$ cat src/rtl/cfg_pkg.sv
// cfg_pkg: system-wide width configuration shared by the hash table and
// its command initiator.
//   K_W - key width
//   V_W - value width
//   H_W - hash width supplied by the initiator with every command
package cfg_pkg;

  localparam int K_W = 8;
  localparam int V_W = 8;
  localparam int H_W = 8;

endpackage

$ cat src/rtl/h_pkg.sv
// h_pkg: types for the hash-table command interface (opcodes, status codes,
// key/value/hash types), the table slot record and the responder FSM states.
package h_pkg;

  localparam int OPCODE_W = 2;
  localparam int STATUS_W = 3;

  typedef logic [cfg_pkg::K_W-1:0] k_t;
  typedef logic [cfg_pkg::V_W-1:0] v_t;
  typedef logic [cfg_pkg::H_W-1:0] h_t;

  // Encoding 2'd3 is deliberately unassigned; the responder answers it with
  // NOTFOUND and leaves the table untouched.
  typedef enum logic [OPCODE_W-1:0] {
    OP_INSERT = 2'd0,
    OP_FIND   = 2'd1,
    OP_CLEAR  = 2'd2
  } opcode_t;

  typedef enum logic [STATUS_W-1:0] {
    STATUS_SUCCESS  = 3'b000,
    STATUS_FULL     = 3'b001,
    STATUS_NOTFOUND = 3'b010
  } status_t;

  typedef struct packed {
    logic valid;
    k_t   key;
    v_t   value;
  } slot_t;

  typedef enum logic [1:0] {
    ST_IDLE,
    ST_PROBE,
    ST_RESP
  } h_tbl_state_t;

endpackage

$ cat src/rtl/h_tbl_store.sv
// h_tbl_store: slot array of the hash table.
//   clk, arst  - clock, async active-high reset (clears valid bits only)
//   clr        - single-cycle clear of every valid bit
//   rd_idx     - combinational read index, rd_slot is the slot contents
//   wr_en      - write wr_key/wr_value into slot wr_idx and mark it valid
module h_tbl_store
  import h_pkg::*;
#(
  parameter int ENTRIES_N = 16,
  localparam int IDX_W = $clog2(ENTRIES_N)
) (
  input  logic             clk,
  input  logic             arst,
  input  logic             clr,
  input  logic [IDX_W-1:0] rd_idx,
  output slot_t            rd_slot,
  input  logic             wr_en,
  input  logic [IDX_W-1:0] wr_idx,
  input  k_t               wr_key,
  input  v_t               wr_value
);

  logic [ENTRIES_N-1:0] valid_q;
  k_t                   key_q   [ENTRIES_N];
  v_t                   value_q [ENTRIES_N];

  // Only the valid bits carry reset; an invalid slot's key/value is never read
  // as meaningful, so the payload storage stays reset-free.
  always_ff @(posedge clk or posedge arst) begin
    if (arst) begin
      valid_q <= '0;
    end else if (clr) begin
      valid_q <= '0;
    end else if (wr_en) begin
      valid_q[wr_idx] <= 1'b1;
    end
  end

  always_ff @(posedge clk) begin
    if (wr_en) begin
      key_q[wr_idx]   <= wr_key;
      value_q[wr_idx] <= wr_value;
    end
  end

  always_comb begin
    rd_slot.valid = valid_q[rd_idx];
    rd_slot.key   = key_q[rd_idx];
    rd_slot.value = value_q[rd_idx];
  end

endmodule

$ cat src/rtl/h_tbl.sv
// h_tbl: responder end of the hash-table command interface. Open addressing
// with linear probing, one slot examined per cycle, one command in flight.
//   clk, arst          - clock, async active-high reset
//   cmd_vld/cmd_rdy    - command handshake (cmd_rdy high only in IDLE)
//   cmd_opcode/key/value/hash - command payload; home slot = low hash bits
//   rsp_vld/rsp_rdy    - response handshake
//   rsp_opcode/status/value - response payload, held until consumed
module h_tbl
  import h_pkg::*;
#(
  parameter int ENTRIES_N = 16
) (
  input  logic    clk,
  input  logic    arst,
  input  logic    cmd_vld,
  output logic    cmd_rdy,
  input  opcode_t cmd_opcode,
  input  k_t      cmd_key,
  input  v_t      cmd_value,
  input  h_t      cmd_hash,
  output logic    rsp_vld,
  input  logic    rsp_rdy,
  output opcode_t rsp_opcode,
  output status_t rsp_status,
  output v_t      rsp_value
);

  localparam int IDX_W = $clog2(ENTRIES_N);

  h_tbl_state_t     state_q, state_d;
  opcode_t          op_q;
  k_t               key_q;
  v_t               value_q;
  logic [IDX_W-1:0] home_q, cnt_q, probe_idx;
  slot_t            cur;
  logic             accept, hit, last_probe, resolve, store_wr, store_clr;
  status_t          probe_status;
  v_t               probe_value;

  if (IDX_W < cfg_pkg::H_W) begin : g_hash_hi
    logic unused_hash_hi;
    assign unused_hash_hi = ^cmd_hash[cfg_pkg::H_W-1:IDX_W];
  end

  // Wrap-around past the last slot falls out of the IDX_W-bit truncation.
  assign probe_idx  = home_q + cnt_q;
  assign accept     = cmd_vld & cmd_rdy;
  assign hit        = cur.valid && (cur.key == key_q);
  assign last_probe = (cnt_q == IDX_W'(ENTRIES_N - 1));
  assign resolve    = !cur.valid || hit || last_probe;
  assign store_wr   = (state_q == ST_PROBE) && (op_q == OP_INSERT) && !cur.valid;
  assign store_clr  = accept && (cmd_opcode == OP_CLEAR);

  h_tbl_store #(.ENTRIES_N(ENTRIES_N)) u_store (
    .clk      (clk),
    .arst     (arst),
    .clr      (store_clr),
    .rd_idx   (probe_idx),
    .rd_slot  (cur),
    .wr_en    (store_wr),
    .wr_idx   (probe_idx),
    .wr_key   (key_q),
    .wr_value (value_q)
  );

  always_ff @(posedge clk or posedge arst) begin
    if (arst) state_q <= ST_IDLE;
    else      state_q <= state_d;
  end

  always_comb begin
    state_d = state_q;
    case (state_q)
      ST_IDLE: begin
        if (accept) begin
          if (cmd_opcode == OP_INSERT || cmd_opcode == OP_FIND) state_d = ST_PROBE;
          else                                                  state_d = ST_RESP;
        end
      end
      ST_PROBE: if (resolve) state_d = ST_RESP;
      ST_RESP:  if (rsp_rdy) state_d = ST_IDLE;
      default:  state_d = ST_IDLE;
    endcase
  end

  // rsp_vld is a pure decode of the state register, so it has no path from
  // any input.
  always_comb begin
    cmd_rdy = (state_q == ST_IDLE);
    rsp_vld = (state_q == ST_RESP);
  end

  // Outcome of the slot under examination. A miss on the final slot of a full
  // chain means FULL for INSERT and NOTFOUND for FIND. An INSERT hit returns
  // the stored value and leaves the table alone.
  always_comb begin
    probe_status = STATUS_NOTFOUND;
    probe_value  = '0;
    if (hit) begin
      probe_status = STATUS_SUCCESS;
      probe_value  = cur.value;
    end else if (!cur.valid) begin
      if (op_q == OP_INSERT) begin
        probe_status = STATUS_SUCCESS;
        probe_value  = value_q;
      end
    end else if (op_q == OP_INSERT) begin
      probe_status = STATUS_FULL;
    end
  end

  // Command latch, probe counter and response registers.
  always_ff @(posedge clk or posedge arst) begin
    if (arst) begin
      op_q       <= OP_INSERT;
      key_q      <= '0;
      value_q    <= '0;
      home_q     <= '0;
      cnt_q      <= '0;
      rsp_opcode <= opcode_t'('0);
      rsp_status <= status_t'('0);
      rsp_value  <= '0;
    end else begin
      if (accept) begin
        op_q       <= cmd_opcode;
        key_q      <= cmd_key;
        value_q    <= cmd_value;
        home_q     <= cmd_hash[IDX_W-1:0];
        cnt_q      <= '0;
        rsp_opcode <= cmd_opcode;
        rsp_value  <= '0;
        if (cmd_opcode == OP_CLEAR) rsp_status <= STATUS_SUCCESS;
        else                        rsp_status <= STATUS_NOTFOUND;
      end else if (state_q == ST_PROBE) begin
        if (resolve) begin
          rsp_status <= probe_status;
          rsp_value  <= probe_value;
        end else begin
          cnt_q <= cnt_q + IDX_W'(1);
        end
      end
    end
  end

endmodule

$ cat config.mk
export PLATFORM = sky130hd
export DESIGN_NAME = h_tbl
export DESIGN_NICKNAME = d
export VERILOG_FILES = /design/src/rtl/cfg_pkg.sv /design/src/rtl/h_pkg.sv /design/src/rtl/h_tbl_store.sv /design/src/rtl/h_tbl.sv
export SDC_FILE = /design/constraint.sdc
export NUM_CORES = 1
export LEC_CHECK = 0
export CAP_MARGIN = 20
export CORE_AREA = 2 2 152 154
export DETAILED_ROUTE_END_ITERATION = 10
export DIE_AREA = 0 0 154 156
export GPL_TIMING_DRIVEN = 0
export PLACE_DENSITY = 0.78
export SLEW_MARGIN = 20
export SYNTH_ARGS = -nofsm -noshare
export SYNTH_HDL_FRONTEND = slang
export SYNTH_SLANG_ARGS = --single-unit
export TNS_END_PERCENT = 20
$ cat constraint.sdc
create_clock -name clk -period 10.05 [get_ports clk]
set_input_delay 2.01 -clock clk [delete_from_list [all_inputs] [get_ports clk]]
set_output_delay 2.01 -clock clk [all_outputs]
set_load 0.02 [all_outputs]
# Word-level counts from Yosys, hierarchy flattened
# Memory sizes are Yosys's and may differ from the RTL's.
# Index checks and enable logic that the tools add are counted.
dict set report totals {
  input_bits 30
  regBits 55
  wordCells 75
  mem_bits_rw 256
  mem_count 2
  romBits 0
  latch_bits 0
}
# memory depth width rd rd_ports_with_merged_regs wr line_no
set memory_table {}
lappend memory_table {u_store.key_q 16 8 1 0 1 h_tbl_store.sv:24} ;# k_t key_q [ENTRIES_N];
lappend memory_table {u_store.value_q 16 8 1 0 1 h_tbl_store.sv:25} ;# v_t value_q [ENTRIES_N];
dict set report op_classes {
  eq_ne 10
  mul 0
  addsub 2
  div_mod_pow 0
  shifts 0
  n_reduce_logical 18
  n_mux 30
  magnitude_cmp 2
  bitwise_logic 2
}
# op count
set ops {}
lappend ops {{8-bit two-way mux} 6}
lappend ops {{16-bit two-way mux} 2}
lappend ops {{16-bit OR} 1}
lappend ops {{3-bit two-way mux} 5}
lappend ops {{2-bit two-way mux} 7}
lappend ops {{4-bit two-way mux} 3}
lappend ops {{8-bit equality test} 1}
lappend ops {{2-bit zero test} 3}
lappend ops {{2-bit one-hot mux with 3 select lines} 1}
lappend ops {{2-bit nonzero test} 3}
lappend ops {{1-bit logical AND} 5}
lappend ops {{4-bit by 5-bit < comparator with 1-bit output (second input constant)} 1}
lappend ops {{4-bit by 1-bit adder with 4-bit output (second input constant)} 1}
lappend ops {{4-bit adder} 1}
lappend ops {{1-bit binary-select mux with 4-bit select} 1}
lappend ops {{1-bit demux with 4-bit select} 1}
lappend ops {{2-bit by 1-bit equality test with 1-bit output (second input constant)} 2}
lappend ops {{2-bit equality test (second input constant)} 2}
lappend ops {{4-bit equality test (second input constant)} 1}
lappend ops {{4-bit by 1-bit greater-or-equal comparator with 1-bit output (second input constant)} 1}
lappend ops {{1-bit two-way mux} 4}
lappend ops {{2-bit by 1-bit inequality test with 1-bit output (second input constant)} 2}
lappend ops {{2-bit inequality test (second input constant)} 2}
lappend ops {{2-bit AND reduction} 2}
lappend ops {{4 further kinds} 6}

# Depth between registers and ports, before layout
dict set report depth {
  depth_word 9
  depth_mapped 15
  ltp_nobuf 11
}

# By module
# From an unflattened synthesis, not the netlist that was laid out.
dict set report hier_totals {
  cells_unflattened 682
  hier_area_um2 12391.9
}
# mod area_per_inst_um2 cells_per_inst instances
set by_module_without_submodules {}
lappend by_module_without_submodules {h_tbl_store 10458.8 485 1}
lappend by_module_without_submodules {h_tbl 1933.1 197 1}

# Least setup slack after synthesis
# OpenSTA, ideal clock, no wires.
dict set report synth_path {
  path_type {register to register}
  from {register cnt_q[0]}
  to {memory u_store.key_q[0][0] (netlist name), enable pin}
  setup_slack_ns 5.585
  t_required_ns 9.641
  path_buffers 4
  setup_time_ns 0.409
  t_arrival_ns 4.056
  stages_incl_launch_ff 14
  cell_sequence {dfrtp_1 ha_1 fa_1 buf_2 buf_2 buf_2 buf_2 mux4_2 mux2i_1 mux2_2 nand2_1 nor2_1 nand3_1 nor3_1}
}
dict set report synth_via {
  elab_chain_len 7
}
# element line_no
set synth_rtl {}
lappend synth_rtl {{start: declaration} h_tbl.sv:34} ;# logic [IDX_W-1:0] home_q, cnt_q, probe_idx;
lappend synth_rtl {{start signal: assignment} h_tbl.sv:139} ;# cnt_q <= cnt_q + IDX_W'(1);
lappend synth_rtl {{4-bit adder *} h_tbl.sv:46} ;# assign probe_idx = home_q + cnt_q;
lappend synth_rtl {{1-bit binary-select mux with 4-bit select} h_tbl_store.sv:47} ;# rd_slot.valid = valid_q[rd_idx];
lappend synth_rtl {{1-bit two-way mux (not written as such)} h_tbl_store.sv:47}
lappend synth_rtl {{1-bit zero test} -}
lappend synth_rtl {{1-bit logical AND} h_tbl.sv:51} ;# assign store_wr = (state_q == ST_PROBE) && (op_q == OP_INSERT) && !cur.valid;
lappend synth_rtl {{1-bit two-way mux} h_tbl_store.sv:40} ;# if (wr_en) begin
lappend synth_rtl {{1-bit two-way mux (not written as such)} h_tbl_store.sv:41} ;# key_q[wr_idx] <= wr_key;
lappend synth_rtl {{end: declaration} h_tbl_store.sv:24}
# Mark *: on every way between the ends. The rest lies on a longest branch, timed or not. The select of a mux whose other input is x is not followed.

# Worst setup path in the final report
dict set report layout_path {
  from {register cnt_q[0]}
  to {memory u_store.value_q[4][6] (netlist name), enable pin}
}
dict set report layout_via {
  elab_chain_len 7
}
# element line_no
set layout_rtl {}
lappend layout_rtl {{4-bit adder *} h_tbl.sv:46}
lappend layout_rtl {{1-bit binary-select mux with 4-bit select} h_tbl_store.sv:47}
lappend layout_rtl {{1-bit two-way mux (not written as such)} h_tbl_store.sv:47}
lappend layout_rtl {{1-bit zero test} -}
lappend layout_rtl {{1-bit logical AND} h_tbl.sv:51}
lappend layout_rtl {{1-bit two-way mux} h_tbl_store.sv:40}
lappend layout_rtl {{1-bit two-way mux (not written as such)} h_tbl_store.sv:42} ;# value_q[wr_idx] <= wr_value;
lappend layout_rtl {{end: declaration} h_tbl_store.sv:25}
# Marked as above.

==> metrics.cfg <==
[sta]
rsz0062_at_grt=no
finClkSkew_ns=0.01504
worstMarginPinSlew_ns=1.061
min_period_ns=5.379
max_freq_mhz=185.9
setup_viol=0
tns_ns=0
relSlewSlack_pct=29.01
finalCritPeriodShare_pct=53.53
hold_viol=0
maxSlewViolCount=0

[yosys]
synth_area_per_cell_um2=14.96
ys_ff_latch=310
syn-num-nets=923
syn_inst=888
syn_area_um2=13280
yosysTopAreaCell=edfxtp_1
synth_most_common_cell=edfxtp_1
synth_edf_count=256
async_reset_ff_share_pct=17.42
synth_common_cells=edfxtp_1, nand2_1, mux2i_1, nor3b_1, dfrtp_1
seq_area_frac_synth_pct=68.05
synth.top_cell.area_share_pct=57.88
ys_types=52
yosysWarnings=0
netlist_top_cells_area=edfxtp_1, dfrtp_1, mux4_2
ys.flop_type=edfxtp_1

[grt]
grt_pass1_wl_um=49160
grt_pass1_vias=8274
grt_overflow=0
track_usage_pct=27.65
antenna_found_initial=0
grt_start_max_net_pins=55

[die]
coreArea_um2=22370
die_h_um=156
die_area_um2=24020
rows=55
io_pins=45
die_x_um=154
initial_core_util_pct=59.38

[setup_path]
worstPathBufferInverterCount=4
cp.depth=13
path_common_cell=buf_2
crit_slowest_cell=nor3_2
critical-path-top-delay-family=simple AND/OR/NAND/NOR gates
crit_end=u_store.value_q[4][6]$_DFFE_PP_
arrival_ns=5.63
worstPathMaxFanout=10
cpPeakStageDelay_ns=0.81
crit_start=cnt_q[0]$_DFFE_PP0P_
worstSetupEndpointType=flip-flop
start_kind=flip-flop
critical_path_required_ns=10.30
timing.rr.end=u_store.value_q[4][6]$_DFFE_PP_
r2r_cells=13
crit_type=flip-flop to flip-flop
r2r_setup_slack_ns=4.67
crit_chain=ha_1 -> fa_1 -> buf_2 -> buf_2 -> clkbuf_1 -> mux4_2 -> mux2i_1 -> mux2_2 -> nand2_1 -> nor2_1 -> nand3_1 -> nor3_2 -> buf_4
r2r_start=cnt_q[0]$_DFFE_PP0P_

[clock_network]
cts_tree=built
ctsHoldBuffers=0
cts_sinks=310
path_clk_slew_ns=0.06
cts_made_buffers=30
cts_resized=0
clockBufferDepth=3
clock_latency_ns=0.56
h-tree-depth=1
cts_setup_buffers=0
root_buffer=clkbuf_16

[run]
cap_viol_max_count=0

[final_layout]
areaGrowthSynthToFinish_pct=15.28
layout-drive-gt1-share_pct=16.28
nets=1006
insertedDiodeCount=0

[drt]
viasPerCell=6.395
drc=0
wl_per_cell_um=25.42
vias=8186
ant_nets=0
wl_met1_um=12010
dr_wl_met2_um=16590
drt-initial-drc-count=823
wl_met3_um=2547
wirelength_um=32540
highest_layer=met4
drt_pass1_iterations=5

[placement]
io_buffers=39
gp_congestion=0.8312
dp_hpwl_um=20090

[hold_path]
holdCritPathClass=flip-flop to flip-flop

[run_status]
status=completed

[pwr]
power_density_nw_per_um2=333.2
p_total_w=0.005102
vdd_drop_max_uv=205.2
power_leakage_nw=5.412

==> metal layers <==
metal | track usage [%] | vias to the layer above
li1 | - | 3566
met1 | 35.33 | 4115
met2 | 47.77 | 401
met3 | 4.556 | 104
met4 | 11.17 | 0
met5 | 0 | -
==> cells in the final DEF (no fill, tap or decap), drive strengths merged, types with 6 or more instances in the layout <==
master	n
mux4	36
nand4	14
nor2	39
nand3	8
a31oi	8
nand3b	29
xor2	9
o21ai	9
a32oi	6
edfxtp	256
buf	39
nand2	99
clkbuf	79
clkdlybuf4s50	39
nor3b	57
nor3	35
mux2i	60
mux2	21
dfrtp	54
and3	8
clkinv	6
inv	7
a21oi	25
==> report_power, final <==
| group | switching, W | internal, W | total, W |
|---|---|---|---|
| registers | 0.000200 | 0.00164 | 0.00184 |
| logic | 0.00127 | 0.000807 | 0.00207 |
| clock network | 0.000467 | 0.000718 | 0.00118 |
==> worst min path at each step <==
stage	to	slack, ns	start	cells after the start
after floorplan	home_q[0]$_DFFE_PP0P_	0.45	home_q[0]$_DFFE_PP0P_	2
after global placement	u_store.valid_q[14]$_DFFE_PP0P_	0.47	u_store.valid_q[14]$_DFFE_PP0P_	2
after detailed placement	u_store.valid_q[2]$_DFFE_PP0P_	0.48	u_store.valid_q[2]$_DFFE_PP0P_	2
after CTS	u_store.valid_q[2]$_DFFE_PP0P_	0.50	u_store.valid_q[2]$_DFFE_PP0P_	2
after global routing	u_store.valid_q[4]$_DFFE_PP0P_	0.51	u_store.valid_q[4]$_DFFE_PP0P_	2
final	u_store.valid_q[14]$_DFFE_PP0P_	0.50	u_store.valid_q[14]$_DFFE_PP0P_	2
==> sequential cells by signal, indices dropped and copies added (netlist names) <==
signal / cells
u_store.value_q: 128
rsp_value: 8
key_q: 8
rsp_status: 2
value_q: 8
cnt_q: 4
home_q: 4
state_q: 2
op_q: 2
u_store.key_q: 128
u_store.valid_q: 16
==> tightest hold or removal path, stage by stage (launching register included) <==
cell and delay, ns:
dfrtp_1 0.34, a21oi_1 0.05, nor2_1 0.07
==> area by class of cell <==
cell class                 count  area [um^2]
sequential                   310         9039
multi-input combinational    511         4041
tap                          285        356.6
fill                        1419         7054
buffer                        60        275.3
clock buffer                  46        902.1
clock inverter                10        148.9
timing repair buffer          51        519.2
inverter                       7        28.78
==> kinds of logic after synthesis <==
| logic type | after synthesis | share of synthesized area, % |
|---|---|---|
| flops | 310 | 68.05 |
| simple gates | 308 | 12.43 |
| mux | 117 | 12.41 |
| compound gates | 70 | 3.514 |
| buf+inv | 67 | 2.270 |
| xor+xnor | 10 | 0.7726 |
| fa+ha+maj | 5 | 0.5276 |
| other cells | 1 | 0.02823 |
==> through the flow <==
| stage | hold WS (ns) | utilization [%] | cells | area, um^2 | setup WS [ns] |
|---|---|---|---|---|---|
| 2_1_floorplan | 0.4523 | - | 888 | 13280 | 5.585 |
| 3_3_place_gp | 0.4707 | 62.72 | 1212 | 14030 | 3.302 |
| 5_1_grt | 0.5137 | 68.46 | 1280 | 15310 | 4.569 |
| 4_1_cts | 0.4963 | 68.46 | 1280 | 15310 | 4.818 |
| 3_5_place_dp | 0.4821 | 63.76 | 1224 | 14260 | 4.839 |
| 6_report | 0.4988 | 68.46 | 1280 | 15310 | 4.671 |
Note: power is estimated with default switching activity, not from simulation.
==> variant (same settings) <==
Encoding of `h_tbl_state_t`: now one-hot (3 bits for 3 states).
--- a/src/rtl/h_pkg.sv
+++ b/src/rtl/h_pkg.sv
@@ -29,10 +29,10 @@
     v_t   value;
   } slot_t;
 
-  typedef enum logic [1:0] {
-    ST_IDLE,
-    ST_PROBE,
-    ST_RESP
+  typedef enum logic [2:0] {
+    ST_IDLE  = 3'b001,
+    ST_PROBE = 3'b010,
+    ST_RESP  = 3'b100
   } h_tbl_state_t;
 
 endpackage
Function: same outputs for any inputs over 4 cycles, from zero or initial values and one cycle with arst high; so few cycles prove little.
==> variant against the unedited design <==
- sequential cell count grew 1
- synthesized area shrank 2.0%
- worst setup slack lost 0.47 ns
- critical path depth grew 1
- total power shrank 17%
- fmax shrank 8.0%
- final area shrank 1.8%
- routed wire length shrank 7.6%
- die area is the same
- core utilization shrank 1.3 points
==> variant: results (changes against the unedited design) <==
- GRT Total Usage: 0.253 (-0.0235)
- Flop-to-flop setup slack: 4.20 ns (-0.47 ns)
- Root Buffer: clkbuf_16
- Worst Path Arrival: 6.02 ns (+0.39 ns)
- Post-Synthesis Net Count: 877 (-5.0%)
- Setup bufs post-CTS: 0 (unchanged)
- Layout Nets: 952 (-5.4%)
- Post-synthesis sequential area ratio: 0.697 (+0.0162)
- Number of synthesized flops with an enable pin: 256 (unchanged)
- Reg clk slew, reported paths: 0.06 ns (about the same)
- Cts repair resizes: 0 (unchanged)
- Share of cells above drive strength 1: 0.176 (+0.0136)
- Leakage: 5.29 nW (-2.3%)
- Hold EP: home_q[2]
- Vias in the first global route: 7844 (-5.2%)
- Hold_sp: home_q[2]
- Synth warn: 0 (unchanged)
- Final GP Congestion: 0.852 (+2.5%)
- Avg Vias per Cell: 6.40 (about the same)
- Worst vdd ir: 0.270 mV (+32%)
- Post-synth ARST share: 0.177 (+0.00266)
- Fill count: 1462 (+3.0%)
- Setup Skew: 0.00826 ns (-0.00679 ns)
- Initial antenna violation count: 0 (unchanged)
- Top Registers: u_store.key_q (128), u_store.value_q (128), u_store.valid_q (16)
- Hpwl dp: 18.2 mm (-9.3%)
- Routed wire length: 30.1 mm (-7.6%)
- Largest cells by area after synthesis: edfxtp_1 59%, dfrtp_1 10%, mux4_2 6.2%
- Worst Reg-to-Reg Cells: 14 (+1)
- Worst-Skew Late Latency: 0.55 ns
- Worst reg2reg endpoint: u_store.value_q[4][2]
- HP Class: reg2reg
- Int Power: 2.83 mW (-11%)
- Port bufs: 39 (unchanged)
- Worst-path fanout max: 17 (+7)
- CTS buffer count: 30 (unchanged)
- Slew @ Worst Pin: 0.977 ns (-0.0840 ns)
- Pin count of the biggest net entering global routing: 56 (+1.8%)
- Status: complete, no violations
- Synth cell count leaders: 256 x edfxtp_1, 109 x nand2_1, 54 x dfrtp_1, 36 x mux4_2, 35 x mux2i_1
- Global-route wire length before repair: 45.5 mm (-7.5%)
- Synth unique cells: 58 (+12%)
- DR pass1 iterations: 5 (unchanged)
- Initial drt markers: 905 (+10%)
## variant: layout make-up
type / instances / area share
buffer: 52 / 0.0176
sequential: 311 / 0.603
timing repair buffer: 43 / 0.0311
clock buffer: 38 / 0.0583
clock inverter: 18 / 0.0130
tap: 285 / 0.0237
inverter: 2 / 0.000666
multi-input combinational: 477 / 0.252
## variant: logic make-up after synthesis
kind of cell,count (synthesis),synth area share
DFF,311,0.697
and+or+nand+nor,268,0.106
muxes,105,0.119
AOI/OAI and AO/OA,91,0.0473
buffers and inverters,54,0.0210
xor gates and xnor gates,7,0.00471
adders and majority gates,5,0.00539
other,1,0.000288
## variant: stage by stage
stage          hold WS (ns)  std cells  area (µm²)  worst slack, ns
2_1_floorplan         0.452        842       13000             5.36
3_3_place_gp          0.469       1166       13800             3.23
3_5_place_dp          0.476       1170       14000             4.23
4_1_cts               0.491       1226       15000             4.20
5_1_grt               0.496       1226       15000             3.90
6_report              0.491       1226       15000             4.20
## variant: worst max path at each step
stage                     cells after the start  slack (ns)  startpoint                     end
final                                        14        4.20    cnt_q[0]   u_store.value_q[4][2]
after global routing                         14        3.90    cnt_q[0]   u_store.value_q[2][1]
after CTS                                    14        4.20    cnt_q[0]     u_store.key_q[4][6]
after detailed placement                     14        4.23    cnt_q[0]   u_store.value_q[4][2]
after global placement                       13        3.23    cnt_q[0]  u_store.value_q[15][1]
after floorplan                              13        5.36    cnt_q[0]    u_store.key_q[15][0]
## variant: critical path, cell delays in order (launching register included)
cell,delay [ns]
dfrtp_1,0.43
ha_1,0.24
fa_1,0.50
buf_6,0.14
buf_2,0.30
buf_2,0.28
buf_2,0.34
mux4_2,0.34
mux2i_1,0.16
nor3_1,0.07
a21oi_1,0.35
nor3b_1,0.82
and2_1,0.36
nand3_1,0.36
nor2_4,0.76
## variant: metal layers
| layer | routed length (µm) | vias to the layer above | GRT usage | share of wire |
|---|---|---|---|---|
| li1 | - | 3411 | - | - |
| met1 | 12300 | 3989 | 0.351 | 0.41 |
| met2 | 14900 | 370 | 0.427 | 0.50 |
| met3 | 2010 | 71 | 0.0281 | 0.067 |
| met4 | 890 | 0 | 0.0814 | 0.030 |
| met5 | 0 | - | 0 | 0 |
## variant: power groups by stage
stage | sequential, mW | clock, mW | combinational (mW)
finish | 1.79 | 1.19 | 1.27
global placement | 1.80 | 0 | 1.19
detailed placement | 1.82 | 0 | 1.24
CTS | 1.79 | 1.20 | 1.26
floorplan | 1.75 | 0 | 0.868
global route | 1.81 | 1.25 | 1.35
